`config.mk`:
```
export PLATFORM = sky130hd
export DESIGN_NAME = cla_chain_sequencer
export DESIGN_NICKNAME = d
export VERILOG_FILES = /design/src/rtl/cla_seq_pkg.sv /design/src/rtl/cla4_slice.sv /design/src/rtl/cla_chain_sequencer.sv
export SDC_FILE = /design/constraint.sdc
export NUM_CORES = 1
export LEC_CHECK = 0
export CORE_MARGIN = 2
export CORE_UTILIZATION = 47
export CTS_BUF_LIST = sky130_fd_sc_hd__clkbuf_2 sky130_fd_sc_hd__clkbuf_4 sky130_fd_sc_hd__clkbuf_8
export DETAILED_ROUTE_END_ITERATION = 8
export PLACE_DENSITY = 0.78
export SLEW_MARGIN = 0
export SYNTH_ARGS = -nofsm -noshare
export SYNTH_HDL_FRONTEND = slang
export SYNTH_HIERARCHICAL = 1
export SYNTH_SLANG_ARGS = --single-unit
```
`constraint.sdc`:
```
create_clock -name clk -period 2.3 [get_ports clk]
set_input_delay 0.69 -clock clk [delete_from_list [all_inputs] [get_ports clk]]
set_output_delay 0.69 -clock clk [all_outputs]
set_load 0.05 [all_outputs]
```
`src/rtl/cla_seq_pkg.sv`:
```
// Shared types and constants for the nibble-serial CLA adder sequencer.
package cla_seq_pkg;
  localparam int NIBBLE_W = 4;

  typedef enum logic [1:0] {
    IDLE = 2'd0,
    RUN  = 2'd1,
    DONE = 2'd2
  } state_e;

  // Nibble index needs at least one bit even when there is a single nibble.
  function automatic int idx_width(input int nib);
    return (nib > 1) ? $clog2(nib) : 1;
  endfunction
endpackage

```
`src/rtl/cla4_slice.sv`:
```
// 4-bit carry-lookahead slice: P/G generation plus c1..c4 lookahead; purely combinational.
// c3 is exported so the sequencer can form signed overflow on the top nibble.
module cla4_slice
  import cla_seq_pkg::*;
(
  input  logic [NIBBLE_W-1:0] i_a,
  input  logic [NIBBLE_W-1:0] i_b,
  input  logic                i_cin,
  output logic [NIBBLE_W-1:0] o_s,
  output logic                o_c4,
  output logic                o_c3
);
  logic [NIBBLE_W-1:0] w_p;
  logic [NIBBLE_W-1:0] w_g;
  logic [NIBBLE_W:0]   w_c;

  assign w_p    = i_a ^ i_b;
  assign w_g    = i_a & i_b;
  assign w_c[0] = i_cin;
  assign w_c[1] = w_g[0] | (w_p[0] & i_cin);
  assign w_c[2] = w_g[1] | (w_p[1] & w_g[0]) | (w_p[1] & w_p[0] & i_cin);
  assign w_c[3] = w_g[2] | (w_p[2] & w_g[1]) | (w_p[2] & w_p[1] & w_g[0])
                | (w_p[2] & w_p[1] & w_p[0] & i_cin);
  assign w_c[4] = w_g[3] | (w_p[3] & w_g[2]) | (w_p[3] & w_p[2] & w_g[1])
                | (w_p[3] & w_p[2] & w_p[1] & w_g[0])
                | (w_p[3] & w_p[2] & w_p[1] & w_p[0] & i_cin);

  assign o_s  = w_p ^ w_c[NIBBLE_W-1:0];
  assign o_c4 = w_c[4];
  assign o_c3 = w_c[3];
endmodule

```
`src/rtl/cla_chain_sequencer.sv`:
```
// Wide adder reusing one 4-bit CLA slice LSB nibble first; done pulses WIDTH/4+1 cycles after accept.
// start is ignored (not queued) while busy; optional signed-overflow output under CLA_SEQ_OVF_EN.
module cla_chain_sequencer
  import cla_seq_pkg::*;
#(
  parameter int WIDTH = 16
) (
  input  logic             clk,
  input  logic             rst_n,
  input  logic             start,
  input  logic [WIDTH-1:0] a,
  input  logic [WIDTH-1:0] b,
  input  logic             cin,
  output logic             busy,
  output logic             done,
  output logic [WIDTH-1:0] sum,
  output logic             cout
`ifdef CLA_SEQ_OVF_EN
  ,output logic            ovf
`endif
);
  localparam int NIB   = WIDTH / NIBBLE_W;
  localparam int IDX_W = idx_width(NIB);
  localparam logic [IDX_W-1:0] LAST_IDX = IDX_W'(NIB - 1);

  state_e r_state;
  state_e w_state_nxt;

  logic [WIDTH-1:0]    r_op_a;
  logic [WIDTH-1:0]    r_op_b;
  logic [WIDTH-1:0]    r_sum;
  logic                r_carry;
  logic                r_cout;
  logic [IDX_W-1:0]    r_idx;
  logic                w_accept;
  logic                w_last;
  logic [NIBBLE_W-1:0] w_s;
  logic                w_c4;
  logic                w_c3;

  assign w_accept = start && (r_state != RUN);
  assign w_last   = (r_idx == LAST_IDX);

  cla4_slice u_slice (
    .i_a   (r_op_a[{r_idx, 2'b00} +: NIBBLE_W]),
    .i_b   (r_op_b[{r_idx, 2'b00} +: NIBBLE_W]),
    .i_cin (r_carry),
    .o_s   (w_s),
    .o_c4  (w_c4),
    .o_c3  (w_c3)
  );

  always_ff @(posedge clk or negedge rst_n) begin
    if (!rst_n) r_state <= IDLE;
    else        r_state <= w_state_nxt;
  end

  always_comb begin
    w_state_nxt = r_state;
    case (r_state)
      IDLE:    if (start) w_state_nxt = RUN;
      RUN:     if (w_last) w_state_nxt = DONE;
      DONE:    w_state_nxt = start ? RUN : IDLE;
      default: w_state_nxt = IDLE;
    endcase
  end

  always_ff @(posedge clk or negedge rst_n) begin
    if (!rst_n) begin
      r_op_a  <= '0;
      r_op_b  <= '0;
      r_sum   <= '0;
      r_carry <= 1'b0;
      r_cout  <= 1'b0;
      r_idx   <= '0;
    end else if (w_accept) begin
      r_op_a  <= a;
      r_op_b  <= b;
      r_carry <= cin;
      r_idx   <= '0;
    end else if (r_state == RUN) begin
      r_sum[{r_idx, 2'b00} +: NIBBLE_W] <= w_s;
      r_carry <= w_c4;
      r_idx   <= r_idx + 1'b1;
      if (w_last) r_cout <= w_c4;
    end
  end

`ifdef CLA_SEQ_OVF_EN
  logic r_ovf;

  // Overflow: carry into the sign bit differs from carry out of it.
  always_ff @(posedge clk or negedge rst_n) begin
    if (!rst_n)                          r_ovf <= 1'b0;
    else if (w_accept)                   r_ovf <= 1'b0;
    else if ((r_state == RUN) && w_last) r_ovf <= w_c3 ^ w_c4;
  end

  assign ovf = r_ovf;
`else
  logic w_unused_c3;
  assign w_unused_c3 = w_c3;
`endif

  assign busy = (r_state == RUN);
  assign done = (r_state == DONE);
  assign sum  = r_sum;
  assign cout = r_cout;
endmodule

```
==> results of run 1 <==
==> worst reg2reg max path, cell delays in order, from the launching register on <==
cell and delay [ns]:
dfrtp_2 0.47, buf_4 0.15, mux4_2 0.50, ha_1 0.31, o21ai_1 0.08, o21bai_2 0.19, xor2_2 0.21, nand3b_1 0.12
o31ai_1 0.20
==> through the flow <==
step / instances / power [mW] / setup WS (ns)
2_1_floorplan: 187 / 3.89 / 0.0142
3_3_place_gp: 315 / 4.84 / -0.0437
3_5_place_dp: 315 / 4.95 / -0.117
4_1_cts: 327 / 5.74 / -0.0125
5_1_grt: 329 / 6.28 / -0.117
6_report: 329 / 5.84 / -0.0324
==> layer usage <==
metal,GRT usage (%),up-vias
li1,-,806
met2,32.2,46
met3,4.24,8
met5,0,-
met1,24.7,829
met4,6.61,0
==> cell type report <==
type	instances	area, um2
Tap cell	70	87.6
Multi-Input combinational cell	118	1130
Inverter	9	33.8
Fill cell	426	1760
Timing Repair Buffer	70	676
Sequential cell	54	1350
Clock buffer	8	91.3
==> sequential cells by signal (all words and copies together) (netlist names) <==
signal / count
r_op_b: 16
sum: 16
r_idx: 2
cout: 1
r_state: 2
r_op_a: 16
r_carry: 1
==> layout by cell type (no fill, tap or decap), types with 5 or more instances in the layout <==
cell / Yosys / routed
mux2_2: 31 / 31
ha_1: 9 / 8
inv_1: 9 / 9
clkbuf_8: 0 / 5
clkdlybuf4s50_1: 0 / 51
nand3b_1: 5 / 5
o31ai_1: 5 / 5
nand2_1: 21 / 21
buf_4: 3 / 16
dfrtp_1: 54 / 53
o21ai_0: 11 / 6
mux4_2: 7 / 7
==> logic make-up (layout without fill, tap and decap cells) <==
kind of cell,count (synthesis),after routing,share of synthesized area (%)
flops,54,54,53.5
mux,42,42,22.4
simple gates,39,39,8.48
compound gates,24,24,6.54
buf+inv,15,87,2.73
fa+ha+maj,10,10,5.26
xor+xnor,3,3,1.04
==> worst paths after layout <==
path / from / slack [ns] / to / depth (start not counted)
hold reg to reg: sum[12] / 0.49 / sum[12] / 2
max in group asynchronous: rst_n / 1.65 / r_idx[0] / 2
setup reg to reg: r_idx[0] / -0.03 / sum[15] / 8
min in group clk: sum[12] / 0.49 / sum[12] / 2
hold / removal: rst_n / 0.37 / sum[4] / 2
setup / recovery: r_idx[0] / -0.03 / sum[15] / 8
==> power groups by stage <==
stage / sequential [mW] / clock (mW) / combinational, mW
after floorplan: 1.97 / 0 / 1.92
after global placement: 1.72 / 0 / 3.13
after detailed placement: 1.74 / 0 / 3.21
after CTS: 1.71 / 0.557 / 3.48
after global routing: 1.76 / 0.585 / 3.93
final: 1.70 / 0.535 / 3.60
==> what timing repair did <==
action | CTS | global route
pin swaps | 2 | 2
endpoints found under the setup margin | 7 | 9
gates resized for setup | 2 | 5
buffers inserted | 4 | 2
==> metrics.sh, run 1 <==
RUN_STATUS='complete, but fails checks'
VIOLATED_CHECKS='setup timing'
P_SW_SHARE_PCT=41.2
VIAS=1689
DIE_W_UM=77.3
YS_TOP_CELLS_BY_AREA='dfrtp_1 54%, mux2_2 14%, mux4_2 6.2%, ha_1 4.5%, nand2_1 3.1%'
MAPPEDNETLISTAREA_UM2=2520
PLACEABLECOREAREA_UM2=5140
CLK_LATENCY_NS=0.31
FIN_WORST_SKEW_NS=0.00707
CLOCK_PATH_BUFFERS=2
DETAILROUTE.WIRELENGTH.MET2_UM=2560
POST_CTS_HOLD_BUFFER_COUNT=0
POSTSYNTHCELLCOUNT=187
FINAL_CRITICAL_PATH_SETUP_SLACK_NS=-0.0324
INTERNAL_POWER_mW=3.44
TOP_LEVEL_PORTS=55
FLOORPLAN.DIE_AREA_UM2=5970
TOTAL_SWITCHING_POWER_mW=2.41
CTS.SINK_COUNT=54
NUMBER_OF_ENABLE_FLIP_FLOP_CELLS_AFTER_SYNTHESIS=0
DETAILEDPLACEMENTHPWL_UM=3880
TIMING.FINAL.CRIT_PERIOD_NS=2.33
LEAKAGEPOWER_nW=1.46
AVGROUTEDWIREPERCELL_UM=15.3
FINAL_CORE_UTILIZATION_PCT=65.7
YS_SEQ_AREA_SHARE_PCT=53.5
CLK_PWR_SHARE_PCT=9.2
SYNTH_CELL_TYPES=31
TIMING.CRITICAL_PATH.MAX_DELAY_FAMILY='multiplexers'
HIGHEST-SIGNAL-LAYER='met4'
DR.PASS1.ITERS=4
CRITICAL_PATH_BUF_INV_COUNT=1
SYN-MEAN-INSTANCE-AREA_UM2=13.5
TIMING.CRITICAL_PATH.FROM_TYPE='register'
POST-SYNTH-TOP-COUNT-CELL='dfrtp_1'
SYNTH-MAIN-FF-CELL='dfrtp_1'
PLACEMENT.IO_BUFFERS=54
CHIPHEIGHT_UM=77.3
CRITPATHMAXFANOUT=7
SETUP_REPAIR_AFTER_GLOBAL_ROUTING_MISSED_ITS_MARGIN='true'
GRT_ANTENNA_BEFORE_REPAIR=0
WIRE_LENGTH_OF_THE_FIRST_GLOBAL_ROUTING_PASS_UM=8910
SYNTH_FP_NETS=233
PLACED_AREA_UM2=3220
TIMING.MAX_SLEW.REL_SLACK_PCT=65.9
SHARE_SEQ_OF_TOTAL_POWER_PCT=29.2
CAP_VIOL_MAX_COUNT=0
FINALHOLDVIOLATIONS=0
GP_ROUTABILITY_CONGESTION=0.822
FIRST_GLOBAL_VIAS=1806
TIMING.FINAL.CRIT_SHARE_PCT=101
ROUTED-WL-MET3_UM=201
SETUP-TNS-FINAL_NS=-0.0483
TOTAL_WIRELENGTH_UM=5020
MAX_STAGE_DELAY_NS=0.50
DESIGN.FINAL.NETS=304
ANTENNA-DIODE-COUNT=0
GRT.TOTAL_USAGE_PCT=19.2
SETUP_VIOL=2
DR.FIRST_ITER.DRC_COUNT=48
SETUP.WORST_PATH.CLASS='reg -> reg'
CTS.REPORTEDPATHS.CLKPINSLEW_NS=0.09
ENDPOINT_KIND='register'
CRITPATHREQUIREDTIME_NS=2.52
SYNTH_TOP_CELL_BY_AREA='dfrtp_1'
VDD_IR_DROP_MAX_mV=0.882
DRT.ANTENNA.VIOLATING_NETS=0
TOP_CELLS_BY_INSTANCE_COUNT_AFTER_SYNTHESIS='54 x dfrtp_1, 31 x mux2_2, 21 x nand2_1'
OVERFLOW=0
LAYOUT-AREA-OVERHEAD-VS-SYNTH_PCT=33.8
SYNTH-WARNING-COUNT=6
DRT_DRC_VIOLATIONS_LEFT=0
YS_FF_LATCH=54
TIMING.HOLD.WS_NS=0.368
VIA_PER_INST=5.13
TRITONCTS.NUM_BUFFERS=5
RATIO_OF_CELLS_WITH_DRIVE_ABOVE_1_IN_THE_FINAL_LAYOUT_PCT=29.0
CRIT_SLOWEST_CELL='mux4_2'
WORST_SLEW_PIN_SLEW_NS=0.511
ACHIEVABLE-FREQUENCY_MHz=429
LARGEST_NET_DEGREE_AT_THE_START_OF_GLOBAL_ROUTING=33
STDCELL_AREA_UM2=3380
SYNTH-ASYNC-RESET-RATIO_PCT=100
DRT-MET1-WL_UM=2160
POWER.DENSITY_CELL_AREA_nW_PER_UM2=1730
NUM_ROWS=26
TRITONCTS='yes'
CRIT_CHAIN='buf_4 > mux4_2 > ha_1 > o21ai_1 > o21bai_2 > xor2_2 > nand3b_1 > o31ai_1'
FINAL_MAX_SLEW_VIOL_COUNT=0
CP_DATA_ARRIVAL_TIME_NS=2.55
POST-SYNTH-TOP-AREA-FRACTION_PCT=53.5
NUMBER_OF_H_TREE_LEVELS=2
CLOCK-ROOT-BUFFER='clkbuf_8'
INITIAL_UTILIZATION_PCT=49.1
WORSTHOLDPATHTYPE='in -> async'
POWER_FRAC_COMB_PCT=61.7
No activity file was read; power rests on OpenSTA's default activity.
==> inputs of run 2 (changes only) <==
--- a/config.mk
+++ b/config.mk
@@ -6,10 +6,10 @@
 export NUM_CORES = 1
 export LEC_CHECK = 0
 export CORE_MARGIN = 2
-export CORE_UTILIZATION = 47
+export CORE_UTILIZATION = 52
 export CTS_BUF_LIST = sky130_fd_sc_hd__clkbuf_2 sky130_fd_sc_hd__clkbuf_4 sky130_fd_sc_hd__clkbuf_8
 export DETAILED_ROUTE_END_ITERATION = 8
-export PLACE_DENSITY = 0.78
+export PLACE_DENSITY = 0.82
 export SLEW_MARGIN = 0
 export SYNTH_ARGS = -nofsm -noshare
 export SYNTH_HDL_FRONTEND = slang
==> constraint.sdc (replaced) <==
create_clock -name clk -period 2.35 [get_ports clk]
set_input_delay 0.705 -clock clk [delete_from_list [all_inputs] [get_ports clk]]
set_output_delay 0.705 -clock clk [all_outputs]
set_load 0.05 [all_outputs]
==> run 2 against run 1 <==
  * The run now ends clean
  * First-iteration DRC count increased by 85%
  * Highest routed layer unchanged
  * Global-route usage increased by 1.7 points
  * Worst hold slack got worse by 0.073 ns
  * Largest cell class unchanged
  * Count of clock-buffer cells in the layout is 1 lower
  * Maximum frequency decreased by 0.27%
  * Wire length shrank 1.3%
  * Sequential share of layout area down 0.24 points
  * Via count is 0.89% higher
  * Flip-flop and latch count unchanged
  * Critical endpoint unchanged
  * Register-to-register slack improved by 0.04 ns
==> metrics.sh, run 2 (synthesis results as in run 1) <==
GP_ROUTABILITY_CONGESTION=0.825
GRT.TOTAL_USAGE_PCT=20.9
LAYOUT.CELLS.MOST_COMMON='dfrtp_1'
CAP_VIOL_MAX_COUNT=0
WORSTHOLDPATHTYPE='in -> async'
ACHIEVABLE-FREQUENCY_MHz=428
SETUP-TNS-FINAL_NS=0
TOP_LEVEL_PORTS=55
DR.FIRST_ITER.DRC_COUNT=89
FINALHOLDVIOLATIONS=0
DETAILEDPLACEMENTHPWL_UM=3820
FILLCELLCOUNT=328
TRITONCTS.NUM_BUFFERS=5
NUM_ROWS=25
DIE_W_UM=73.7
RATIO_OF_CELLS_WITH_DRIVE_ABOVE_1_IN_THE_FINAL_LAYOUT_PCT=30.2
CLOCK_PATH_BUFFERS=2
LARGEST_NET_DEGREE_AT_THE_START_OF_GLOBAL_ROUTING=33
FIN_WORST_SKEW_NS=0.0120
CTS.SINK_COUNT=54
OVERFLOW=0
FLOORPLAN.DIE_AREA_UM2=5430
PLACEMENT.IO_BUFFERS=54
VIA_PER_INST=5.46
ANTENNA-DIODE-COUNT=0
SETUP.WORST_PATH.CLASS='reg -> reg'
FIRST_GLOBAL_VIAS=1753
INITIAL_UTILIZATION_PCT=53.8
CRITPATHREQUIREDTIME_NS=2.56
DPL_WORST_SLACK_NS=-0.215
TOTAL_WIRELENGTH_UM=4950
WIRE_LENGTH_OF_THE_FIRST_GLOBAL_ROUTING_PASS_UM=8430
WORST_SLEW_PIN_SLEW_NS=0.496
CP_DATA_ARRIVAL_TIME_NS=2.54
CTS.REPORTEDPATHS.CLKPINSLEW_NS=0.10
NUMBER_OF_H_TREE_LEVELS=2
DRT_DRC_VIOLATIONS_LEFT=0
FINAL_MAX_SLEW_VIOL_COUNT=0
WORSTREGTOREGCELLS=8
VIAS=1704
CRITPATHMAXFANOUT=3
TIMING.FINAL.CRIT_PERIOD_NS=2.34
TIMING.FINAL.CRIT_SHARE_PCT=99.5
CLK_LATENCY_NS=0.31
ENDPOINT_KIND='register'
GRT_ANTENNA_BEFORE_REPAIR=0
TRITONCTS='yes'
PLACEABLECOREAREA_UM2=4690
DR.PASS1.ITERS=4
CHIPHEIGHT_UM=73.7
SETUP_REPAIR_AFTER_GLOBAL_ROUTING_MISSED_ITS_MARGIN='true'
CLOCK-ROOT-BUFFER='clkbuf_8'
TIMING.CRITICAL_PATH.FROM_TYPE='register'
DESIGN.FINAL.NETS=303
SETUP_VIOL=0
AVGROUTEDWIREPERCELL_UM=15.9
FINAL_CRITICAL_PATH_SETUP_SLACK_NS=0.0112
TIMING.MAX_SLEW.REL_SLACK_PCT=66.9
LAYOUT-AREA-OVERHEAD-VS-SYNTH_PCT=34.6
DRT.ANTENNA.VIOLATING_NETS=0
RUN_STATUS='finished clean'
MOSTFREQUENTLAYOUTCELLS='53 x dfrtp_1, 51 x clkdlybuf4s50_1, 31 x mux2_2'
run 2: area by class of cell:
class / instances / area [um2] / area share (%)
clock buffer: 7 / 90.1 / 2.65
timing repair buffer: 69 / 676 / 19.9
multi-input combinational: 118 / 1170 / 34.5
sequential: 54 / 1350 / 39.8
inverter: 9 / 33.8 / 0.995
clock inverter: 1 / 5.00 / 0.147
tap: 54 / 67.6 / 1.99
run 2: routing by layer:
layer  global-route usage, %  part of all wire, %  vias up
li1                        -                    -      811
met1                    25.1                   41      832
met2                    36.1                   53       51
met3                    4.94                  4.0       10
met4                    8.08                  1.9        0
met5                       0                    0        -
run 2: what timing repair did:
item | 4_1_cts | 5_1_grt
endpoints found under the setup margin | 6 | 8
gates resized for setup | 4 | 6
hold buffers | 0 | 0
buffers inserted | 4 | 0
pin swaps | 2 | 2
run 2: final timing paths:
check	startpoint	to	slack [ns]
max	r_idx[0]	sum[15]	0.01
min	rst_n	sum[7]	0.30
max reg2reg	r_idx[0]	sum[15]	0.01
min reg2reg	sum[6]	sum[6]	0.48
max in group asynchronous	rst_n	r_op_a[14]	1.51
min in group clk	sum[6]	sum[6]	0.48
run 2: critical path: stages, from the launching register on:
cell,delay (ns)
dfrtp_2,0.40
buf_4,0.12
mux4_2,0.53
ha_4,0.27
a211oi_4,0.23
o21bai_2,0.13
xor2_2,0.17
nand3b_1,0.13
o31ai_2,0.26
run 2: stage by stage:
stage	hold slack, ns	utilization, %	cells	area (um2)
finish	0.296	72.4	312	3400
global route	0.311	72.4	312	3400
CTS	0.304	71.6	312	3360
detailed placement	0.470	68.4	300	3210
global placement	0.462	68.4	300	3210
floorplan	0.409	-	187	2540
Power of run 2 is not shown: default switching activity piles up to over one toggle a cycle in this logic, so the estimate is an artifact.
==> inputs of run 3 (changes only) <==
--- a/config.mk
+++ b/config.mk
@@ -5,6 +5,7 @@
 export SDC_FILE = /design/constraint.sdc
 export NUM_CORES = 1
 export LEC_CHECK = 0
+export CAP_MARGIN = 10
 export CORE_MARGIN = 2
 export CORE_UTILIZATION = 52
 export CTS_BUF_LIST = sky130_fd_sc_hd__clkbuf_2 sky130_fd_sc_hd__clkbuf_4 sky130_fd_sc_hd__clkbuf_8
==> results of run 3 <==
The final DEF is identical to that of run 2; final timing and power are the same.
Power of run 3 is left out for the same reason.
